`config.mk`:
```
export PLATFORM = sky130hd
export DESIGN_NAME = piradip_axi4_mgr
export DESIGN_NICKNAME = d
export VERILOG_FILES = /design/src/rtl/piradip_axi4_mgr.sv
export SDC_FILE = /design/constraint.sdc
export NUM_CORES = 1
export LEC_CHECK = 0
export ABC_CLOCK_PERIOD_IN_PS = 2300
export CAP_MARGIN = 25
export CORE_AREA = 2 2 120 122
export CTS_CLUSTER_SIZE = 10
export DETAILED_ROUTE_END_ITERATION = 10
export DIE_AREA = 0 0 122 124
export PLACE_DENSITY = 0.69
export SYNTH_ARGS = -nofsm -noshare
export SYNTH_HDL_FRONTEND = slang
export SYNTH_SLANG_ARGS = --single-unit
export TNS_END_PERCENT = 100
```
`constraint.sdc`:
```
create_clock -name clk -period 2.3 [get_ports clk]
set_input_delay 0.345 -clock clk [delete_from_list [all_inputs] [get_ports clk]]
set_output_delay 0.345 -clock clk [all_outputs]
set_load 0.01 [all_outputs]
```
`src/rtl/piradip_axi4_mgr.sv`:
```
// piradip_axi4_mgr: turns one command into one AXI4 INCR burst, with a single transaction in flight.
// Latency: AW/AR one cycle after command accept; W/R beats pass through combinationally; done_valid one cycle after the last B/R handshake.
// Backpressure: cmd_ready only while idle; wr/rd stream ready/valid are wired straight to the W/R channels during the data phase.
//
// Ports
//   clk, resetn          : clock, asynchronous active-low reset
//   cmd_*                : command handshake (write flag, aligned byte address, AxLEN)
//   wr_t*                : write data stream feeding the W channel
//   rd_t*                : read data stream fed from the R channel
//   done_valid/done_resp : one-cycle completion pulse with the worst response of the burst
//   m_axi_*              : AXI4 manager port (ID 0 only, INCR bursts only)

module piradip_axi4_mgr #(
    parameter int DATA_WIDTH      = 32,
    parameter int ADDR_WIDTH      = 32,
    parameter int MAX_OUTSTANDING = 1
) (
    input  logic                      clk,
    input  logic                      resetn,

    // command
    input  logic                      cmd_valid,
    output logic                      cmd_ready,
    input  logic                      cmd_write,
    input  logic [ADDR_WIDTH-1:0]     cmd_addr,
    input  logic [7:0]                cmd_len,

    // write data stream
    input  logic [DATA_WIDTH-1:0]     wr_tdata,
    input  logic                      wr_tvalid,
    output logic                      wr_tready,

    // read data stream
    output logic [DATA_WIDTH-1:0]     rd_tdata,
    output logic                      rd_tvalid,
    input  logic                      rd_tready,
    output logic                      rd_tlast,

    // completion
    output logic                      done_valid,
    output logic [1:0]                done_resp,

    // AXI4 write address channel
    output logic [0:0]                m_axi_awid,
    output logic [ADDR_WIDTH-1:0]     m_axi_awaddr,
    output logic [7:0]                m_axi_awlen,
    output logic [2:0]                m_axi_awsize,
    output logic [1:0]                m_axi_awburst,
    output logic [3:0]                m_axi_awcache,
    output logic [2:0]                m_axi_awprot,
    output logic                      m_axi_awvalid,
    input  logic                      m_axi_awready,

    // AXI4 write data channel
    output logic [DATA_WIDTH-1:0]     m_axi_wdata,
    output logic [DATA_WIDTH/8-1:0]   m_axi_wstrb,
    output logic                      m_axi_wlast,
    output logic                      m_axi_wvalid,
    input  logic                      m_axi_wready,

    // AXI4 write response channel
    input  logic [1:0]                m_axi_bresp,
    input  logic                      m_axi_bvalid,
    output logic                      m_axi_bready,

    // AXI4 read address channel
    output logic [0:0]                m_axi_arid,
    output logic [ADDR_WIDTH-1:0]     m_axi_araddr,
    output logic [7:0]                m_axi_arlen,
    output logic [2:0]                m_axi_arsize,
    output logic [1:0]                m_axi_arburst,
    output logic [3:0]                m_axi_arcache,
    output logic [2:0]                m_axi_arprot,
    output logic                      m_axi_arvalid,
    input  logic                      m_axi_arready,

    // AXI4 read data channel
    input  logic [DATA_WIDTH-1:0]     m_axi_rdata,
    input  logic [1:0]                m_axi_rresp,
    input  logic                      m_axi_rlast,
    input  logic                      m_axi_rvalid,
    output logic                      m_axi_rready
);

    // Elaboration-time parameter guards
    if (MAX_OUTSTANDING != 1) begin : g_bad_outstanding
        $error("piradip_axi4_mgr: MAX_OUTSTANDING must be 1");
    end
    if (DATA_WIDTH != 32 && DATA_WIDTH != 64) begin : g_bad_width
        $error("piradip_axi4_mgr: DATA_WIDTH must be 32 or 64");
    end

    localparam logic [2:0] AXSIZE    = 3'($clog2(DATA_WIDTH / 8));
    localparam logic [1:0] BURST_INC = 2'b01;
    localparam logic [1:0] RESP_SLV  = 2'b10;

    typedef enum logic [2:0] {
        IDLE,
        WADDR,
        WDATA,
        WRESP,
        RADDR,
        RDATA
    } state_t;

    state_t                  state_q, state_d;
    logic                    live_q;               // low until the first edge after reset release
    logic [ADDR_WIDTH-1:0]   addr_q, addr_d;
    logic [7:0]              len_q, len_d;
    logic [7:0]              beat_q, beat_d;
    logic [1:0]              err_q, err_d;         // worst RRESP seen so far in this burst
    logic                    done_q, done_d;
    logic [1:0]              done_resp_q, done_resp_d;

    logic                    last_beat;
    logic [1:0]              resp_max;

    assign last_beat = (beat_q == len_q);
    // Response codes are ordered OKAY < EXOKAY < SLVERR < DECERR, so a plain max keeps errors sticky.
    assign resp_max  = (m_axi_rresp > err_q) ? m_axi_rresp : err_q;

    // Address/control fields come straight from the command registers, so they
    // stay stable for as long as AxVALID waits on AxREADY.
    assign m_axi_awid    = 1'b0;
    assign m_axi_awaddr  = addr_q;
    assign m_axi_awlen   = len_q;
    assign m_axi_awsize  = AXSIZE;
    assign m_axi_awburst = BURST_INC;
    assign m_axi_awcache = 4'b0000;
    assign m_axi_awprot  = 3'b000;

    assign m_axi_arid    = 1'b0;
    assign m_axi_araddr  = addr_q;
    assign m_axi_arlen   = len_q;
    assign m_axi_arsize  = AXSIZE;
    assign m_axi_arburst = BURST_INC;
    assign m_axi_arcache = 4'b0000;
    assign m_axi_arprot  = 3'b000;

    assign m_axi_wdata   = wr_tdata;
    assign m_axi_wstrb   = '1;
    assign rd_tdata      = m_axi_rdata;

    assign done_valid    = done_q;
    assign done_resp     = done_resp_q;

    always_ff @(posedge clk or negedge resetn) begin
        if (!resetn) begin
            state_q     <= IDLE;
            live_q      <= 1'b0;
            addr_q      <= '0;
            len_q       <= '0;
            beat_q      <= '0;
            err_q       <= '0;
            done_q      <= 1'b0;
            done_resp_q <= '0;
        end else begin
            state_q     <= state_d;
            live_q      <= 1'b1;
            addr_q      <= addr_d;
            len_q       <= len_d;
            beat_q      <= beat_d;
            err_q       <= err_d;
            done_q      <= done_d;
            done_resp_q <= done_resp_d;
        end
    end

    always_comb begin
        state_d       = state_q;
        addr_d        = addr_q;
        len_d         = len_q;
        beat_d        = beat_q;
        err_d         = err_q;
        done_d        = 1'b0;
        done_resp_d   = done_resp_q;

        cmd_ready     = 1'b0;
        wr_tready     = 1'b0;
        rd_tvalid     = 1'b0;
        rd_tlast      = 1'b0;
        m_axi_awvalid = 1'b0;
        m_axi_wvalid  = 1'b0;
        m_axi_wlast   = 1'b0;
        m_axi_bready  = 1'b0;
        m_axi_arvalid = 1'b0;
        m_axi_rready  = 1'b0;

        case (state_q)
            IDLE: begin
                // Hold off while the completion pulse is out so a new command
                // is never accepted in the same cycle as done_valid.
                cmd_ready = live_q && !done_q;
                if (cmd_valid && cmd_ready) begin
                    addr_d  = cmd_addr;
                    len_d   = cmd_len;
                    beat_d  = '0;
                    err_d   = '0;
                    state_d = cmd_write ? WADDR : RADDR;
                end
            end

            WADDR: begin
                m_axi_awvalid = 1'b1;
                if (m_axi_awready) begin
                    state_d = WDATA;
                end
            end

            WDATA: begin
                m_axi_wvalid = wr_tvalid;
                wr_tready    = m_axi_wready;
                m_axi_wlast  = last_beat;
                if (wr_tvalid && m_axi_wready) begin
                    beat_d = beat_q + 8'd1;
                    if (last_beat) begin
                        state_d = WRESP;
                    end
                end
            end

            WRESP: begin
                m_axi_bready = 1'b1;
                if (m_axi_bvalid) begin
                    done_d      = 1'b1;
                    done_resp_d = m_axi_bresp;
                    state_d     = IDLE;
                end
            end

            RADDR: begin
                m_axi_arvalid = 1'b1;
                if (m_axi_arready) begin
                    state_d = RDATA;
                end
            end

            RDATA: begin
                rd_tvalid    = m_axi_rvalid;
                m_axi_rready = rd_tready;
                rd_tlast     = m_axi_rlast;
                if (m_axi_rvalid && rd_tready) begin
                    beat_d = beat_q + 8'd1;
                    err_d  = resp_max;
                    // The burst ends on RLAST or on the final expected beat,
                    // whichever comes first; disagreement between the two is a
                    // protocol violation reported as SLVERR.
                    if (m_axi_rlast || last_beat) begin
                        done_d      = 1'b1;
                        done_resp_d = (m_axi_rlast != last_beat) ? RESP_SLV : resp_max;
                        state_d     = IDLE;
                    end
                end
            end

            default: begin
                state_d = IDLE;
            end
        endcase
    end

endmodule

```
==> out/metrics.cfg <==
[floorplanning]
dieArea_mm2 = 0.0151
dieWidth_um = 122
die_y_um = 124
placementRows = 43
core_region_area_mm2 = 0.0137
ios = 307
initial_core_util_pct = 27.2

[power_and_ir_drop]
p_leak_nw = 2.16
power_density_mw_per_mm2 = 1320
seq_power_share_pct = 28.1
clkPwrFrac_pct = 19.8
p_sw_share_pct = 34.2
internal_power_w = 0.00429
ir_drop_mv = 0.681
p_total_w = 0.00653
p_comb_share_pct = 52.1
netSwitchingPower_w = 0.00224

[setup_path]
endpoint_kind = register
crit_arrival_ns = 2.51
criticalPathCategory = reg2reg
timing.rr.start = beat_q[4]
crit_start = beat_q[4]
cp_max_fo = 5
worstPathRequired_ns = 2.51
start_kind = register

[clock_network]
insertion_delay_ns = 0.33
cts.sinks = 57
cts_buffers = 9
clk_pin_slew_ns = 0.05
tritoncts = yes
cts_buffer_depth = 2
clock-root-buffer = clkbuf_16
htreeDepth = 3

[grt]
use_met3_pct = 5.59
grt_max_degree = 30
met1_usage_pct = 13.2
antenna_found_initial = 0
grt_overflow = 0
grt_pass1_wl_um = 14000
track_usage_pct = 12.6
top_usage_layer = met2
grt_pass1_vias = 2584
globalRouteMet2Util_pct = 20.9

[sta]
rsz0062_at_grt = yes
fmax_ghz = 0.435
skew_ns = 0.00650
layout_setup_ws_ns = 0.00194
hold_viol_final = 0
worst_pin_slew_ns = 0.766
min_period_ns = 2.30
slew_violations = 0
holdWs_ns = 0.0902
min_period_over_period_pct = 99.9
relSlewSlack_pct = 49.0
setup-violations-final = 0

[layout]
num-fill-cells = 1402
n_antenna_cell = 0
final_common_cell = clkdlybuf4s50_1
syn_to_final_growth_pct = 33.2
most-common-layout-cells = clkdlybuf4s50_1 (145), dfrtp_1 (55), mux2_1 (40)
fin_cells = 610
drive_gt1_share_pct = 13.0
final_nets = 552

[routing]
drt-total-wl_um = 9630
post_drt_wl_per_cell_um = 15.8
antenna_left = 0
num_vias = 2583
drtIter0Drc = 36
dr.pass1.iters = 4
drc_errors = 0
via_per_inst = 4.23

[place]
port_buffers = 148
gp_congestion = 0.824
hpwl_um = 7550
place_ws_ns = -0.140
placed_cells = 586

[logic_synthesis]
seq_area_frac_synth_pct = 38.3
postSynthCellCount = 362
synth-seq-cells = 57
synth_area_leaders = dfrtp_1 (38%), buf_4 (27%), mux2_1 (12%)
synth_edf_count = 0
synth_top_area_share_pct = 38.3
ys.flop_type = dfrtp_1
synth-warning-count = 0
yosysTopAreaCell = dfrtp_1
avgSynthCellArea_um2 = 10.3
async_flop_share_pct = 100
yosysUniqueCellTypes = 44
netlist_area_mm2 = 0.00373

[min_path]
hold_path_class = in2async

[run]
cap_violations = 0

[status]
status = completed

==> power by group through the flow <==
| stage | combinational, W | sequential [W] | clock, W |
|---|---|---|---|
| final | 0.00340 | 0.00184 | 0.00129 |
| after global routing | 0.00368 | 0.00191 | 0.00139 |
| after CTS | 0.00338 | 0.00185 | 0.00134 |
| after detailed placement | 0.00330 | 0.00186 | 0 |
| after global placement | 0.00326 | 0.00182 | 0 |
| after floorplan | 0.00185 | 0.00194 | 0 |
==> worst max-delay path, cell delays in order, from the launching register on <==
cell	delay [ns]
dfrtp_2	0.43
xor2_1	0.16
nor4_2	0.34
nand2_1	0.15
ha_2	0.21
and3b_1	0.18
o21ai_1	0.12
nand4b_1	0.24
mux2i_1	0.26
nand2_1	0.08
==> flip-flops by register name (all words and copies together), names as in the netlist <==
| register | count |
|---|---|
| beat_q | 8 |
| done_resp | 2 |
| done_valid | 1 |
| err_q | 2 |
| live_q | 1 |
| m_axi_araddr | 32 |
| m_axi_arlen | 8 |
| state_q | 3 |
==> cells by family (layout without fill, tap and decap cells) <==
family | after synthesis | after routing | synth area share [%]
buffers and inverters | 152 | 191 | 29.4
and+or+nand+nor | 65 | 65 | 9.91
DFF | 57 | 57 | 38.3
muxes | 43 | 43 | 13.0
AOI/OAI and AO/OA | 28 | 28 | 5.20
xor gates and xnor gates | 10 | 10 | 2.35
adders and majority gates | 5 | 5 | 1.68
other | 2 | 31 | 0.202
==> stage by stage <==
stage,TNS [ns],area (µm²),util [%]
2_1_floorplan,0,3830,-
3_3_place_gp,0,4570,33.3
3_5_place_dp,-0.295,4570,33.3
4_1_cts,0,4900,35.7
5_1_grt,-0.384,4960,36.2
6_report,0,4960,36.2
==> final timing paths <==
path | end | slack (ns) | cells after the start
min | m_axi_araddr[4] | 0.09 | 1
max in group asynchronous | m_axi_arlen[5] | 1.58 | 2
max | state_q[1] | 0.002 | 9
max reg2reg | state_q[1] | 0.002 | 9
min in group clk | err_q[1] | 0.50 | 1
min reg2reg | err_q[1] | 0.50 | 1
==> cell type report <==
| cell class | count | area (µm²) | share of cell area (%) |
|---|---|---|---|
| Sequential cell | 57 | 1430 | 28.8 |
| Inverter | 7 | 26.3 | 0.529 |
| Clock inverter | 4 | 45.0 | 0.907 |
| Tap cell | 180 | 225 | 4.54 |
| Clock buffer | 10 | 239 | 4.81 |
| Timing Repair Buffer | 170 | 1650 | 33.3 |
| Multi-Input combinational cell | 182 | 1350 | 27.1 |
==> Yosys cell counts, types with 4 or more instances <==
master   count
and2_1       4
ha_1         5
nor4_1       4
nand2_1     14
xor2_1       8
mux2_1      40
buf_4      136
buf_2        6
dfrtp_1     57
inv_1        7
nor2_1      12
o21ai_0     12
==> what timing repair did <==
action / in CTS / in global routing
setup buffers: 4 / 6
hold buffers: 0 / 0
resized for setup: 6 / 7
pin swaps: 2 / 7
endpoints found under the hold margin: 0 / 0
gates cloned: 0 / 0
endpoints found under the setup margin: 7 / 9
==> metal layers <==
metal | wire length (µm) | part of all wire (%)
met2 | 4730 | 49
met3 | 1130 | 12
met5 | 0 | 0
met1 | 3500 | 36
met4 | 269 | 2.8
(Power assumes the default switching activity.)
